**config.mk**
```make
export PLATFORM = sky130hd
export DESIGN_NAME = ascii_to_ps2_tx
export DESIGN_NICKNAME = d
export VERILOG_FILES = /design/src/rtl/ascii_to_ps2_tx.sv
export SDC_FILE = /design/constraint.sdc
export NUM_CORES = 1
export LEC_CHECK = 0
export BUFFER_PORTS_ARGS = -buffer_cell sky130_fd_sc_hd__buf_2
export CORE_UTILIZATION = 45
export DETAILED_ROUTE_END_ITERATION = 16
export SYNTH_ARGS = -nofsm -noshare
export SYNTH_HDL_FRONTEND = slang
export SYNTH_SLANG_ARGS = --single-unit
```
**constraint.sdc**
```tcl
create_clock -name clk -period 6.6 [get_ports clk]
set_input_delay 0.66 -clock clk [delete_from_list [all_inputs] [get_ports clk]]
set_output_delay 0.66 -clock clk [all_outputs]
set_load 0.03 [all_outputs]
```
**src/rtl/ascii_to_ps2_tx.sv**
```systemverilog
// Device-side PS/2 keystroke generator: one ASCII character in, make/break/make
// scan-code-set-2 frames out on ps2_clk/ps2_data.
`timescale 1ns/1ps
module ascii_to_ps2_tx #(
    parameter int unsigned CLK_HALF   = 2000,
    parameter int unsigned GAP_CYCLES = 4000
) (
    input  logic       clk,
    input  logic       rst,
    input  logic       in_valid,
    input  logic [7:0] in_char,
    output logic       in_ready,
    output logic       busy,
    output logic       err,
    output logic       ps2_clk,
    output logic       ps2_data
);

    localparam int unsigned MAX_CNT = (CLK_HALF > GAP_CYCLES) ? CLK_HALF : GAP_CYCLES;
    localparam int unsigned CNT_W   = (MAX_CNT > 2) ? $clog2(MAX_CNT) : 1;
    localparam logic [CNT_W-1:0] HALF_LAST  = CNT_W'(CLK_HALF - 1);
    localparam logic [CNT_W-1:0] GAP_LAST   = CNT_W'(GAP_CYCLES - 1);
    localparam logic [7:0]       BREAK_CODE = 8'hF0;
    localparam logic [3:0]       LAST_BIT   = 4'd10;

    typedef enum logic [1:0] {
        ST_IDLE  = 2'd0,
        ST_FRAME = 2'd1,
        ST_GAP   = 2'd2
    } state_e;

    state_e           state_q, state_d;
    logic [1:0]       seq_q, seq_d;
    logic [7:0]       code_q, code_d;
    logic [3:0]       bit_q, bit_d;
    logic [CNT_W-1:0] cnt_q, cnt_d;
    logic             low_q, low_d;
    logic             ps2_clk_q, ps2_clk_d;
    logic             ps2_data_q, ps2_data_d;
    logic             in_ready_q, in_ready_d;
    logic             busy_q, busy_d;
    logic             err_q, err_d;

    logic [8:0]       map_c;
    logic [7:0]       cur_byte_c;

    // {mapped, make code}; letters are folded to upper case first
    function automatic logic [8:0] ascii_to_make(input logic [7:0] ch);
        logic [7:0] up;
        logic [8:0] res;
        up  = ((ch >= 8'h61) && (ch <= 8'h7A)) ? (ch - 8'h20) : ch;
        res = 9'h000;
        case (up)
            8'h41: res = {1'b1, 8'h1C};
            8'h42: res = {1'b1, 8'h32};
            8'h43: res = {1'b1, 8'h21};
            8'h44: res = {1'b1, 8'h23};
            8'h45: res = {1'b1, 8'h24};
            8'h46: res = {1'b1, 8'h2B};
            8'h47: res = {1'b1, 8'h34};
            8'h48: res = {1'b1, 8'h33};
            8'h49: res = {1'b1, 8'h43};
            8'h4A: res = {1'b1, 8'h3B};
            8'h4B: res = {1'b1, 8'h42};
            8'h4C: res = {1'b1, 8'h4B};
            8'h4D: res = {1'b1, 8'h3A};
            8'h4E: res = {1'b1, 8'h31};
            8'h4F: res = {1'b1, 8'h44};
            8'h50: res = {1'b1, 8'h4D};
            8'h51: res = {1'b1, 8'h15};
            8'h52: res = {1'b1, 8'h2D};
            8'h53: res = {1'b1, 8'h1B};
            8'h54: res = {1'b1, 8'h2C};
            8'h55: res = {1'b1, 8'h3C};
            8'h56: res = {1'b1, 8'h2A};
            8'h57: res = {1'b1, 8'h1D};
            8'h58: res = {1'b1, 8'h22};
            8'h59: res = {1'b1, 8'h35};
            8'h5A: res = {1'b1, 8'h1A};
            8'h30: res = {1'b1, 8'h45};
            8'h31: res = {1'b1, 8'h16};
            8'h32: res = {1'b1, 8'h1E};
            8'h33: res = {1'b1, 8'h26};
            8'h34: res = {1'b1, 8'h25};
            8'h35: res = {1'b1, 8'h2E};
            8'h36: res = {1'b1, 8'h36};
            8'h37: res = {1'b1, 8'h3D};
            8'h38: res = {1'b1, 8'h3E};
            8'h39: res = {1'b1, 8'h46};
            8'h20: res = {1'b1, 8'h29};
            default: res = 9'h000;
        endcase
        return res;
    endfunction

    // Bit k of an 11-bit frame: start, data LSB first, odd parity, stop
    function automatic logic frame_bit(input logic [7:0] b, input logic [3:0] k);
        logic v;
        case (k)
            4'd0:    v = 1'b0;
            4'd9:    v = ~^b;
            4'd10:   v = 1'b1;
            default: v = b[3'(k - 4'd1)];
        endcase
        return v;
    endfunction

    assign map_c      = ascii_to_make(in_char);
    assign cur_byte_c = (seq_q == 2'd1) ? BREAK_CODE : code_q;

    always_comb begin
        state_d    = state_q;
        seq_d      = seq_q;
        code_d     = code_q;
        bit_d      = bit_q;
        cnt_d      = cnt_q;
        low_d      = low_q;
        ps2_clk_d  = ps2_clk_q;
        ps2_data_d = ps2_data_q;
        in_ready_d = in_ready_q;
        busy_d     = busy_q;
        err_d      = 1'b0;

        case (state_q)
            ST_IDLE: begin
                in_ready_d = 1'b1;
                busy_d     = 1'b0;
                ps2_clk_d  = 1'b1;
                ps2_data_d = 1'b1;
                if (in_valid && in_ready_q) begin
                    if (map_c[8]) begin
                        code_d     = map_c[7:0];
                        seq_d      = 2'd0;
                        bit_d      = 4'd0;
                        cnt_d      = '0;
                        low_d      = 1'b0;
                        ps2_data_d = 1'b0;
                        in_ready_d = 1'b0;
                        busy_d     = 1'b1;
                        state_d    = ST_FRAME;
                    end else begin
                        err_d = 1'b1;
                    end
                end
            end

            ST_FRAME: begin
                if (cnt_q == HALF_LAST) begin
                    cnt_d = '0;
                    if (!low_q) begin
                        low_d     = 1'b1;
                        ps2_clk_d = 1'b0;
                    end else begin
                        // end of a low phase: next bit's data goes out with clk high
                        low_d     = 1'b0;
                        ps2_clk_d = 1'b1;
                        if (bit_q == LAST_BIT) begin
                            ps2_data_d = 1'b1;
                            state_d    = ST_GAP;
                        end else begin
                            bit_d      = bit_q + 4'd1;
                            ps2_data_d = frame_bit(cur_byte_c, bit_q + 4'd1);
                        end
                    end
                end else begin
                    cnt_d = cnt_q + CNT_W'(1);
                end
            end

            ST_GAP: begin
                if (cnt_q == GAP_LAST) begin
                    cnt_d = '0;
                    if (seq_q == 2'd2) begin
                        in_ready_d = 1'b1;
                        busy_d     = 1'b0;
                        state_d    = ST_IDLE;
                    end else begin
                        seq_d      = seq_q + 2'd1;
                        bit_d      = 4'd0;
                        low_d      = 1'b0;
                        ps2_data_d = 1'b0;
                        state_d    = ST_FRAME;
                    end
                end else begin
                    cnt_d = cnt_q + CNT_W'(1);
                end
            end

            default: begin
                state_d    = ST_IDLE;
                in_ready_d = 1'b1;
                busy_d     = 1'b0;
                ps2_clk_d  = 1'b1;
                ps2_data_d = 1'b1;
            end
        endcase
    end

    always_ff @(posedge clk or posedge rst) begin
        if (rst) begin
            state_q    <= ST_IDLE;
            seq_q      <= 2'd0;
            code_q     <= 8'h00;
            bit_q      <= 4'd0;
            cnt_q      <= '0;
            low_q      <= 1'b0;
            ps2_clk_q  <= 1'b1;
            ps2_data_q <= 1'b1;
            in_ready_q <= 1'b1;
            busy_q     <= 1'b0;
            err_q      <= 1'b0;
        end else begin
            state_q    <= state_d;
            seq_q      <= seq_d;
            code_q     <= code_d;
            bit_q      <= bit_d;
            cnt_q      <= cnt_d;
            low_q      <= low_d;
            ps2_clk_q  <= ps2_clk_d;
            ps2_data_q <= ps2_data_d;
            in_ready_q <= in_ready_d;
            busy_q     <= busy_d;
            err_q      <= err_d;
        end
    end

    assign in_ready = in_ready_q;
    assign busy     = busy_q;
    assign err      = err_q;
    assign ps2_clk  = ps2_clk_q;
    assign ps2_data = ps2_data_q;

endmodule
```
* Word level (Yosys, flattened, before mapping)
Memories as Yosys holds them, arrays and structs flattened.
Index checks and enable logic that the tools add are counted.
** Storage, ports and cells
- Bits in registers :: 34
- Memory bits (read-only) :: 1024
- Bits of input ports :: 11
- Output and inout port bits :: 5
- Logic and storage cells :: 114
- Memories :: 1
** Operators by class
- Add/subtract/negate cells :: 5
- Magnitude comparators :: 3
- Equality and inequality tests :: 18
- Mux-type cells :: 58
- Bitwise logic cells :: 2
- Reductions and logical operators :: 16
** Memory list
- (name not given) :: depth 128, width 8, read ports 1, clocked after Yosys merged registers in 0, wr ports 0, RTL line 53 : case (up)
** Operators with widths (count)
- two-way mux 12 bit :: 4
- one-hot mux 12 bit (3 select lines) :: 1
- two-way mux 4 bit :: 7
- two-way mux 1 bit :: 23
- two-way mux 2 bit :: 10
- != test 2 bit, second input constant :: 9
- two-way mux 8 bit :: 2
- one-hot mux 1 bit (3 select lines) :: 5
- adder 12 x 1 -> 12 bit, second input constant :: 1
- == test 12 x 11 -> 1 bit, second input constant :: 1
- == test 12 bit, second input constant :: 1
- == test 4 bit, second input constant :: 3
- one-hot mux 4 bit (3 select lines) :: 1
- AND reduction 6 bit :: 2
- two-way mux 9 bit :: 1
- AND reduction 3 bit :: 3
- >= comparator 8 x 7 -> 1 bit, second input constant :: 1
- less-or-equal comparator 8 x 7 -> 1 bit, second input constant :: 1
- AND reduction 8 bit :: 1
- XNOR reduction 8 bit :: 1
- subtractor 8 x 6 -> 8 bit, second input constant :: 1
- one-hot mux 2 bit (3 select lines) :: 1
- AND reduction 5 bit :: 1
- adder 4 x 1 -> 4 bit, second input constant :: 1
- other kinds (16) :: 20

* Logic depth before layout (Yosys ltp)
Gate-level depths: netlist of run 1.
- Depth after elaboration :: 9
- Depth in mapped cells :: 10
- Mapped depth without buffers :: 8

* Worst setup path after synthesis of run 1
OpenSTA, ideal clock, no wires.
- Kind :: input port to flip-flop
- Start point :: input in_char[0]
- End point :: register cnt_q[6]
- Library setup time :: 104 ps
- Data arrival time :: 2701 ps
- Required time :: 6496 ps
- Setup slack :: 3795 ps
- Stages :: 9
- Buffers on the path :: 1
- Path through :: inv_1 > ha_1 > or4b_4 > nor2_4 > o311a_2 > a41oi_4 > or3_1 > buf_2 > o41ai_2
** Between the ends
- Word-level cells in the longest chain between the ends :: 7
- Elaborated cells between the ends (all ways) :: 9
- Those cells by class :: add/sub: 1; order compare: 2; eq/ne: 1; mux: 2; reduce/logical: 2; memory: 1
** RTL lines
- start, declared :: RTL line 11 : input logic [7:0] in_char,
- >= comparator 8 x 7 -> 1 bit / less-or-equal comparator 8 x 7 -> 1 bit (equally long branches) :: RTL line 51 : up = ((ch >= 8'h61) && (ch <= 8'h7A)) ? (ch - 8'h20) : ch;
- logical AND 1 bit :: RTL line 51
- two-way mux 8 bit (*) :: RTL line 51
- memory read (128 x 8 bit)
- two-way mux 9 bit (*) :: RTL line 53
- != test 2 bit (no line) (*)
- AND reduction 3 bit (no line) (*)
- end signal, assigned :: RTL line 217 : cnt_q <= cnt_d;
- end, declared :: RTL line 36 : logic [CNT_W-1:0] cnt_q, cnt_d;
Mark *: on every way between the ends. The rest lies on a longest branch, timed or not.
A chain may end at the register's enable or synchronous reset.

* Final worst setup path of run 1
Same ends and word-level chain as after synthesis.

==> results of run 1 <==
[worst max path at each step]
stage | end | from | slack, ns | depth (start not counted)
after floorplan | cnt_q[6] | in_char[0] | 3.80 | 9
after global placement | cnt_q[6] | in_char[0] | 3.15 | 9
after detailed placement | cnt_q[6] | in_char[1] | 3.08 | 9
after CTS | cnt_q[6] | in_char[1] | 3.38 | 9
after global routing | cnt_q[6] | in_char[0] | 3.17 | 9
final | cnt_q[6] | in_char[0] | 3.39 | 9
[cell type report]
type,instances,area (µm²),share of cell area
well taps,75,93.8,0.0311
clock inverters,3,17.5,0.00580
inverters,20,75.1,0.0249
multi-input cells,264,1850,0.613
repair buffers,16,82.6,0.0274
clock buffers,5,68.8,0.0228
flip-flops and latches,33,830,0.275
[registers in the layout (all words and copies together), names as in the netlist]
| signal | count |
|---|---|
| cnt_q | 12 |
| state_q | 2 |
| seq_q | 2 |
| low_q | 1 |
| bit_q | 4 |
| ps2_clk | 1 |
| err | 1 |
| ps2_data | 1 |
| busy | 1 |
| in_ready | 1 |
| code_q | 7 |
[cell usage in the layout (no fill, tap or decap), types with 4 or more instances in the layout]
cell / netlist / routed
o21a_1: 4 / 4
nand2_1: 28 / 28
inv_1: 20 / 20
a21oi_1: 13 / 13
xnor2_1: 7 / 7
a31oi_1: 10 / 10
o31ai_1: 16 / 16
nor3_1: 4 / 4
o221ai_1: 5 / 5
nand3b_1: 4 / 4
o41ai_1: 5 / 5
ha_1: 19 / 19
nand3_1: 9 / 9
nor2_1: 24 / 24
buf_2: 3 / 15
dfrtp_1: 30 / 30
o22ai_1: 4 / 4
nand2b_1: 13 / 13
nor2b_1: 6 / 6
o21ai_0: 28 / 28
o211ai_1: 6 / 6
clkbuf_8: 0 / 5
[stage by stage]
| stage | util | hold WS (ns) |
|---|---|---|
| floorplan | - | 0.479 |
| global placement | 0.489 | 0.489 |
| detailed placement | 0.489 | 0.506 |
| CTS | 0.504 | 0.467 |
| global route | 0.504 | 0.507 |
| finish | 0.504 | 0.437 |
[power breakdown]
group          switching (mW)  internal [mW]  total [mW]
Sequential             0.0573          0.256       0.313
Combinational           0.244          0.187       0.431
Clock                  0.0820         0.0728       0.155
[worst register-to-register path: stages (launching register included)]
cell and delay (ns):
dfrtp_1 0.38, ha_1 0.23, nand3_1 0.26, o41a_1 0.49, o21ai_1 0.62, or3_1 0.45
o21ai_0 0.16
[metal layers]
| layer | vias to the layer above | track usage |
|---|---|---|
| li1 | 1267 | - |
| met1 | 1155 | 0.337 |
| met2 | 61 | 0.303 |
| met3 | 4 | 0.0344 |
| met4 | 0 | 0.0589 |
| met5 | - | 0 |
[kinds of logic after synthesis]
family                   count (synthesis)  synth area share
AO/OA/AOI/OAI                          119             0.305
XOR/XNOR                                 9            0.0278
adder cells (fa/ha/maj)                 20            0.0873
buffers and inverters                   41            0.0556
flip-flops                              33             0.292
multiplexers                             6            0.0265
AND/OR/NAND/NOR                        110             0.205
==> flow_summary.json, run 1 <==
{
  "met3_length_um": 285,
  "dieWidth_um": 81.4,
  "post_drt_wl_per_cell_um": 15.4,
  "cp_slowest_cell": "or3_1",
  "crit_path_start_kind": "primary input",
  "hold_viol": 0,
  "r2r_end": "cnt_q[9]",
  "syn_inst": 338,
  "drt_wl_total_mm": 6.42,
  "topRoutingLayerUsed": "met4",
  "layout_setup_ws_ns": 3.39,
  "yosys_register_bits": 33,
  "grt_pass1_wl_mm": 11.2,
  "fin_crit_sh": 0.486,
  "r2r_start": "cnt_q[0]",
  "drv_slew": 0,
  "start_util": 0.474,
  "grt_use_total": 0.217,
  "syn_area_mm2": 0.00284,
  "crit_arrival_ns": 3.41,
  "cts_resized": 0,
  "yosysMostFrequentCell": "dfrtp_1",
  "antenna_found_initial": 0,
  "synth_top_area_cell": "dfrtp_1",
  "post_cts_buffers": 0,
  "stdcell_area_mm2": 0.00302,
  "rsz0062_at_grt": "no",
  "wl_met2_mm": 2.67,
  "cts.path.max_buffers": 2,
  "peakVddDrop_mv": 0.211,
  "cts_tree": "built",
  "grt_pass1_vias": 2276,
  "htree_num_levels": 2,
  "place.gp.congestion": 0.815,
  "final_antenna_net_count": 0,
  "num_vias": 2487,
  "synth_edf_count": 0,
  "critPathMaxFanout": 28,
  "num_rows": 28,
  "core_area_mm2": 0.00599,
  "clk_latency_ns": 0.29,
  "worst_pin_slew_ns": 0.782,
  "via_per_inst": 5.98,
  "drt_iter0_drc": 119,
  "path_cells": "buf_2 > inv_1 > ha_1 > nor2b_1 > o211a_1 > o311ai_2 > a41oi_4 > or3_1 > o41ai_2",
  "dieArea_mm2": 0.00663,
  "synth_commonest_cells": "dfrtp_1 (30), nand2_1 (28), o21ai_0 (28)",
  "dr.pass1.iters": 4,
  "synth_top_area_frac": 0.265,
  "hold_path_class": "primary input to asynchronous set/reset pin",
  "path_clk_slew_ns": 0.07,
  "placed_cells": 408,
  "reg2regPathDepth": 6,
  "cp-end-kind": "flop",
  "nets": 370,
  "cts.sinks": 33,
  "synth.net_count": 368,
  "cts_root_buf": "clkbuf_8",
  "placed_area_mm2": 0.00293,
  "fillers": 578,
  "r2r_setup_slack_ns": 3.87,
  "diodes": 0,
  "die_h_um": 81.4,
  "drive_above_1_share": 0.117,
  "synthTopCellsByArea": "dfrtp_1 (26%), ha_1 (8.4%), o21ai_0 (4.9%)",
  "min_period_ns": 3.21,
  "cp_slowest_stage_delay_ns": 0.66,
  "status": "complete, no violations",
  "finalSetupViolations": 0,
  "fmax_ghz": 0.312,
  "hpwl_mm": 4.52,
  "m1WireLength_mm": 3.42,
  "p_leak_nw": 1.24,
  "crit_buf_inv": 2,
  "io_pins": 16,
  "yosys_warnings": 0,
  "skew_ns": 0.00294,
  "cp.required_ns": 6.80,
  "port_buffers": 15,
  "slew_headroom": 0.477,
  "synth_flop_cell": "dfrtp_1",
  "cap_violations": 0,
  "avgSynthCellArea_um2": 8.40,
  "stdcell_count": 416,
  "dpl_worst_slack_ns": 3.08,
  "cts_made_buffers": 5,
  "cts_hold_buf": 0,
  "power_mw": 0.899,
  "power_density_mw_per_mm2": 298,
  "ys_seq_area_frac": 0.292,
  "grt-ovfl-total": 0,
  "grt_max_degree": 34,
  "async_reset_ff_frac": 1.00,
  "setup_tns_ns": 0,
  "drc": 0,
  "crit_type": "primary input to flop",
  "crit_family": "compound AO/OA/AOI/OAI gates",
  "synth_cell_type_count": 58,
  "syn_to_final_growth_pct": 6.35
}
No activity file was read; power rests on OpenSTA's default activity.
==> run 2, diff against run 1 <==
- ABC_AREA: unset -> 1
- clock period: 6.6 -> 2.85 ns (I/O delays scaled with it)
==> flow_summary.json, run 2 <==
{
  "stdcell_area_mm2": 0.00338,
  "r2r_setup_slack_ns": 0.66,
  "syn_area_mm2": 0.00315,
  "drv_slew": 0,
  "grt_max_degree": 34,
  "biggestRegsByFlops": "cnt_q x12, code_q x7, bit_q x4",
  "syn_to_final_growth_pct": 7.44,
  "place.gp.congestion": 0.899,
  "status": "complete, no violations",
  "cp_slowest_stage_delay_ns": 0.27,
  "post_drt_wl_per_cell_um": 12.0,
  "grt_pass1_wl_mm": 11.8,
  "cts_tree": "built",
  "via_per_inst": 5.05,
  "cts.sinks": 33,
  "grt-ovfl-total": 0,
  "crit_buf_inv": 2,
  "min_period_ns": 2.28,
  "diodes": 0,
  "fin_crit_sh": 0.802,
  "top_register": "cnt_q",
  "cp-end-kind": "flop",
  "antenna_found_initial": 0,
  "cts.path.max_buffers": 2,
  "cts_made_buffers": 5,
  "cts_root_buf": "clkbuf_8",
  "core_area_mm2": 0.00676,
  "power_density_mw_per_mm2": 783,
  "slew_headroom": 0.703,
  "start_util": 0.466,
  "grt_pass1_vias": 2601,
  "cap_violations": 0,
  "cp_slowest_cell": "inv_1",
  "htree_num_levels": 2,
  "grt_use_total": 0.198,
  "hold_path_class": "primary input to asynchronous set/reset pin",
  "yosys_warnings": 0,
  "dieArea_mm2": 0.00733,
  "cts_hold_buf": 0,
  "dieWidth_um": 85.6,
  "synth_cell_type_count": 38,
  "synth_edf_count": 0,
  "hpwl_mm": 5.16,
  "dr.pass1.iters": 5,
  "crit_arrival_ns": 2.46,
  "path_clk_slew_ns": 0.07,
  "yosysMostFrequentCell": "nand2_1",
  "path_cells": "buf_2 > inv_1 > nand2_1 > nor2_1 > nand2_1 > nand3_4 > nand2_4 > nand2_2 > nand2_1 > nand2_2 > nand3_4 > nand2_4 > nand2_4 > nand2_1 > o21ai_2",
  "die_h_um": 85.6,
  "synth_flop_cell": "dfrtp_1",
  "num_rows": 30,
  "drt_iter0_drc": 86,
  "r2r_start": "cnt_q[0]",
  "p_leak_nw": 1.72,
  "crit_path_start_kind": "primary input",
  "ys_seq_area_frac": 0.264,
  "drt_wl_total_mm": 6.79,
  "synth_commonest_cells": "nand2_1 (139), inv_1 (60), nand3_1 (47)",
  "hold_viol": 0,
  "r2r_end": "bit_q[0]",
  "placed_area_mm2": 0.00326,
  "io_pins": 16,
  "port_buffers": 15,
  "final_antenna_net_count": 0,
  "yosys_register_bits": 33,
  "reg2regPathDepth": 12,
  "post_cts_buffers": 0,
  "synthTopCellsByArea": "dfrtp_1 (24%), nand2_1 (17%), ha_1 (7.6%)",
  "drc": 0,
  "skew_ns": 0.00628,
  "synth_top_area_frac": 0.239,
  "fmax_ghz": 0.438,
  "peakVddDrop_mv": 0.339,
  "num_vias": 2866,
  "syn_inst": 473,
  "setup_tns_ns": 0,
  "timing.critical_path.mode_cell": "nand2_1",
  "drive_above_1_share": 0.160,
  "crit_family": "simple AND/OR/NAND/NOR gates",
  "critPathMaxFanout": 24,
  "cts_resized": 0,
  "async_reset_ff_frac": 1.00,
  "synth.net_count": 503,
  "fin_util": 0.500,
  "clk_latency_ns": 0.29,
  "crit_type": "primary input to flop",
  "avgSynthCellArea_um2": 6.65,
  "nets": 516,
  "synth_top_area_cell": "dfrtp_1",
  "mostFrequentLayoutCells": "nand2_1 (139), inv_1 (60), nand3_1 (47), nor2_1 (40), dfrtp_1 (30)",
  "largest_register_ffs": 12,
  "finalSetupViolations": 0,
  "cp.required_ns": 3.02,
  "rsz0062_at_grt": "no",
  "fillers": 698,
  "mostFrequentLayoutCell": "nand2_1",
  "worst_pin_slew_ns": 0.445
}
[run 2: logic make-up (layout without fill, tap and decap cells)]
family	after synthesis	in the layout	share of synthesized area
flops	33	33	0.264
buf+inv	75	89	0.101
fa+ha+maj	19	19	0.0755
compound gates	63	63	0.134
simple gates	278	278	0.412
xor+xnor	5	5	0.0139
[run 2: metal layers]
layer	up-vias	GRT usage	share of wire
met4	0	0.0606	0.0081
met2	47	0.312	0.44
li1	1542	-	-
met3	4	0.0289	0.033
met5	-	0	0
met1	1273	0.282	0.52
[run 2: final cells by class]
cell class,instances,area [µm²],share of cell area
clock buffer,7,86.3,0.0255
clock inverter,1,30.0,0.00888
inverter,63,236,0.0699
multi-input combinational,365,2000,0.592
sequential,33,830,0.245
tap,80,100,0.0296
timing repair buffer,18,97.6,0.0289
[run 2: worst register-to-register path: stages (launching register included)]
cell     delay, ns
dfrtp_1       0.40
ha_1          0.17
nand2_1       0.07
nor2_1        0.17
nand2_1       0.15
o21ai_2       0.27
nand2_1       0.08
nor2_1        0.16
nand2_1       0.14
nor2_4        0.15
nand3_1       0.17
nand2_1       0.09
nand2_1       0.05
[run 2: where the power goes]
group / internal, mW / total, mW / leakage [nW] / switching (mW)
clock: 0.285 / 0.462 / 0.0585 / 0.177
sequential: 0.603 / 0.706 / 0.442 / 0.103
combinational: 0.466 / 1.48 / 1.22 / 1.01
total: 1.35 / 2.65 / 1.72 / 1.29
[run 2: worst max path at each step]
stage / endpoint / depth (start not counted) / startpoint
after floorplan: ps2_data / 15 / bit_q[0]
after CTS: cnt_q[9] / 15 / in_char[2]
after detailed placement: cnt_q[9] / 15 / in_char[2]
after global routing: cnt_q[9] / 15 / in_char[2]
after global placement: cnt_q[9] / 15 / in_char[2]
final: cnt_q[9] / 15 / in_char[2]
[run 2: through the flow]
step,instances,hold WS (ns),setup WS (ns),total power [mW]
4_1_cts,567,0.0853,0.608,2.68
2_1_floorplan,473,0.412,0.968,1.95
3_3_place_gp,559,0.399,0.379,2.18
5_1_grt,567,0.104,0.352,2.90
3_5_place_dp,559,0.407,0.295,2.19
6_report,567,0.0726,0.565,2.65
==> run 3, diff against run 2 <==
- clock period: 2.85 -> 2.4 ns (I/O delays scaled with it)
==> flow_summary.json, run 3 (same netlist as run 2, synthesis figures left out) <==
{
  "worst_pin_slew_ns": 0.803,
  "crit_path_start_kind": "flop",
  "core_area_mm2": 0.00676,
  "crit_family": "simple AND/OR/NAND/NOR gates",
  "cts_hold_buf": 0,
  "cts.path.max_buffers": 2,
  "r2r_end": "bit_q[1]",
  "placed_cells": 566,
  "drt_wl_total_mm": 6.94,
  "fin_crit_sh": 0.853,
  "grt_use_total": 0.207,
  "crit_buf_inv": 0,
  "cp.required_ns": 2.59,
  "place.gp.congestion": 0.889,
  "layout_setup_ws_ns": 0.353,
  "biggestRegsByFlops": "cnt_q x12, code_q x7, bit_q x4",
  "r2r_start": "cnt_q[0]",
  "grt_pass1_vias": 2839,
  "cts_resized": 0,
  "p_leak_nw": 1.75,
  "rsz0062_at_grt": "no",
  "cp-end-kind": "flop",
  "power_density_mw_per_mm2": 927,
  "drive_above_1_share": 0.174,
  "cts.sinks": 33,
  "cap_violations": 0,
  "hold_viol": 0,
  "nets": 523,
  "r2r_setup_slack_ns": 0.35,
  "dpl_worst_slack_ns": 0.0650,
  "antenna_found_initial": 0,
  "mostFrequentLayoutCells": "nand2_1 (139), inv_1 (60), nand3_1 (47), nor2_1 (39), dfrtp_1 (30)",
  "cp_slowest_cell": "dfrtp_1",
  "fmax_ghz": 0.489,
  "drt_iter0_drc": 135,
  "hold_path_class": "primary input to asynchronous set/reset pin",
  "cp.depth": 12,
  "port_buffers": 15,
  "crit_end": "bit_q[1]",
  "peakVddDrop_mv": 0.434,
  "cts_root_buf": "clkbuf_8",
  "status": "complete, no violations",
  "clk_latency_ns": 0.29,
  "diodes": 0,
  "num_rows": 30,
  "cp_slowest_stage_delay_ns": 0.40,
  "holdWs_ns": 0.0904,
  "path_clk_slew_ns": 0.07,
  "grt_pass1_wl_mm": 12.4,
  "final_antenna_net_count": 0,
  "dr.pass1.iters": 5,
  "cts_tree": "built",
  "startpoint": "cnt_q[0]",
  "start_util": 0.466,
  "num_vias": 2985,
  "setup_tns_ns": 0,
  "crit_type": "flop to flop",
  "path_cells": "ha_1 > nand2_1 > nor2_2 > nand2_1 > o21ai_2 > nand2_1 > nor2_1 > nand2_1 > nor2_4 > nand3_1 > nand2_1 > nand2_1",
  "mostFrequentLayoutCell": "nand2_1",
  "post_cts_buffers": 0,
  "dieArea_mm2": 0.00733,
  "skew_ns": 0.00543,
  "cts_made_buffers": 5,
  "via_per_inst": 5.20,
  "drc": 0,
  "critPathMaxFanout": 5,
  "slew_headroom": 0.464,
  "min_period_ns": 2.05,
  "drv_slew": 0,
  "grt_max_degree": 25,
  "htree_num_levels": 2,
  "hpwl_mm": 5.42,
  "crit_arrival_ns": 2.23,
  "post_drt_wl_per_cell_um": 12.1,
  "grt-ovfl-total": 0,
  "top_register": "cnt_q",
  "dieWidth_um": 85.6,
  "finalSetupViolations": 0,
  "timing.critical_path.mode_cell": "nand2_1",
  "die_h_um": 85.6,
  "largest_register_ffs": 12,
  "syn_to_final_growth_pct": 9.19,
  "io_pins": 16,
  "stdcell_count": 574,
  "reg2regPathDepth": 12
}
run 3: cell count changes in the layout (fill, tap and decap cells not counted), sizes merged:
cell and delta:
buf +7
run 3: worst min path at each step:
| stage | start | end | depth (start not counted) |
|---|---|---|---|
| 3_5_place_dp | rst | cnt_q[9] | 2 |
| 3_3_place_gp | rst | cnt_q[8] | 2 |
| 4_1_cts | rst | cnt_q[1] | 2 |
| 6_report | rst | cnt_q[11] | 2 |
| 2_1_floorplan | rst | bit_q[0] | 1 |
| 5_1_grt | rst | seq_q[1] | 2 |
run 3: worst reg2reg max path, stage by stage (launching register included):
cell	delay [ns]
dfrtp_1	0.40
ha_1	0.17
nand2_1	0.08
nor2_2	0.14
nand2_1	0.15
o21ai_2	0.18
nand2_1	0.06
nor2_1	0.17
nand2_1	0.16
nor2_4	0.15
nand3_1	0.16
nand2_1	0.09
nand2_1	0.05
run 3: metal layers:
metal  wire, µm  global-route usage  vias to the layer above
met3        227              0.0327                        6
met5          0                   0                        -
li1           -                   -                     1563
met2       3040               0.340                       52
met1       3600               0.285                     1364
met4         68              0.0515                        0
run 3: layout make-up:
class / count / area (µm²)
multi-input cells: 365 / 2000
fillers: 701 / 3320
clock inverters: 1 / 30.0
well taps: 80 / 100
repair buffers: 25 / 150
clock buffers: 7 / 86.3
flip-flops and latches: 33 / 830
inverters: 63 / 236
run 3: where the power goes:
| group | switching (mW) | internal, mW |
|---|---|---|
| Sequential | 0.120 | 0.716 |
| Clock | 0.209 | 0.338 |
| Combinational | 1.22 | 0.581 |
run 3: metrics by stage:
step,util,cell area [µm²],power [mW]
after detailed placement,0.491,3320,2.65
after global placement,0.491,3320,2.62
after CTS,0.508,3430,3.21
after floorplan,-,3150,2.31
final,0.509,3440,3.18
after global routing,0.509,3440,3.52
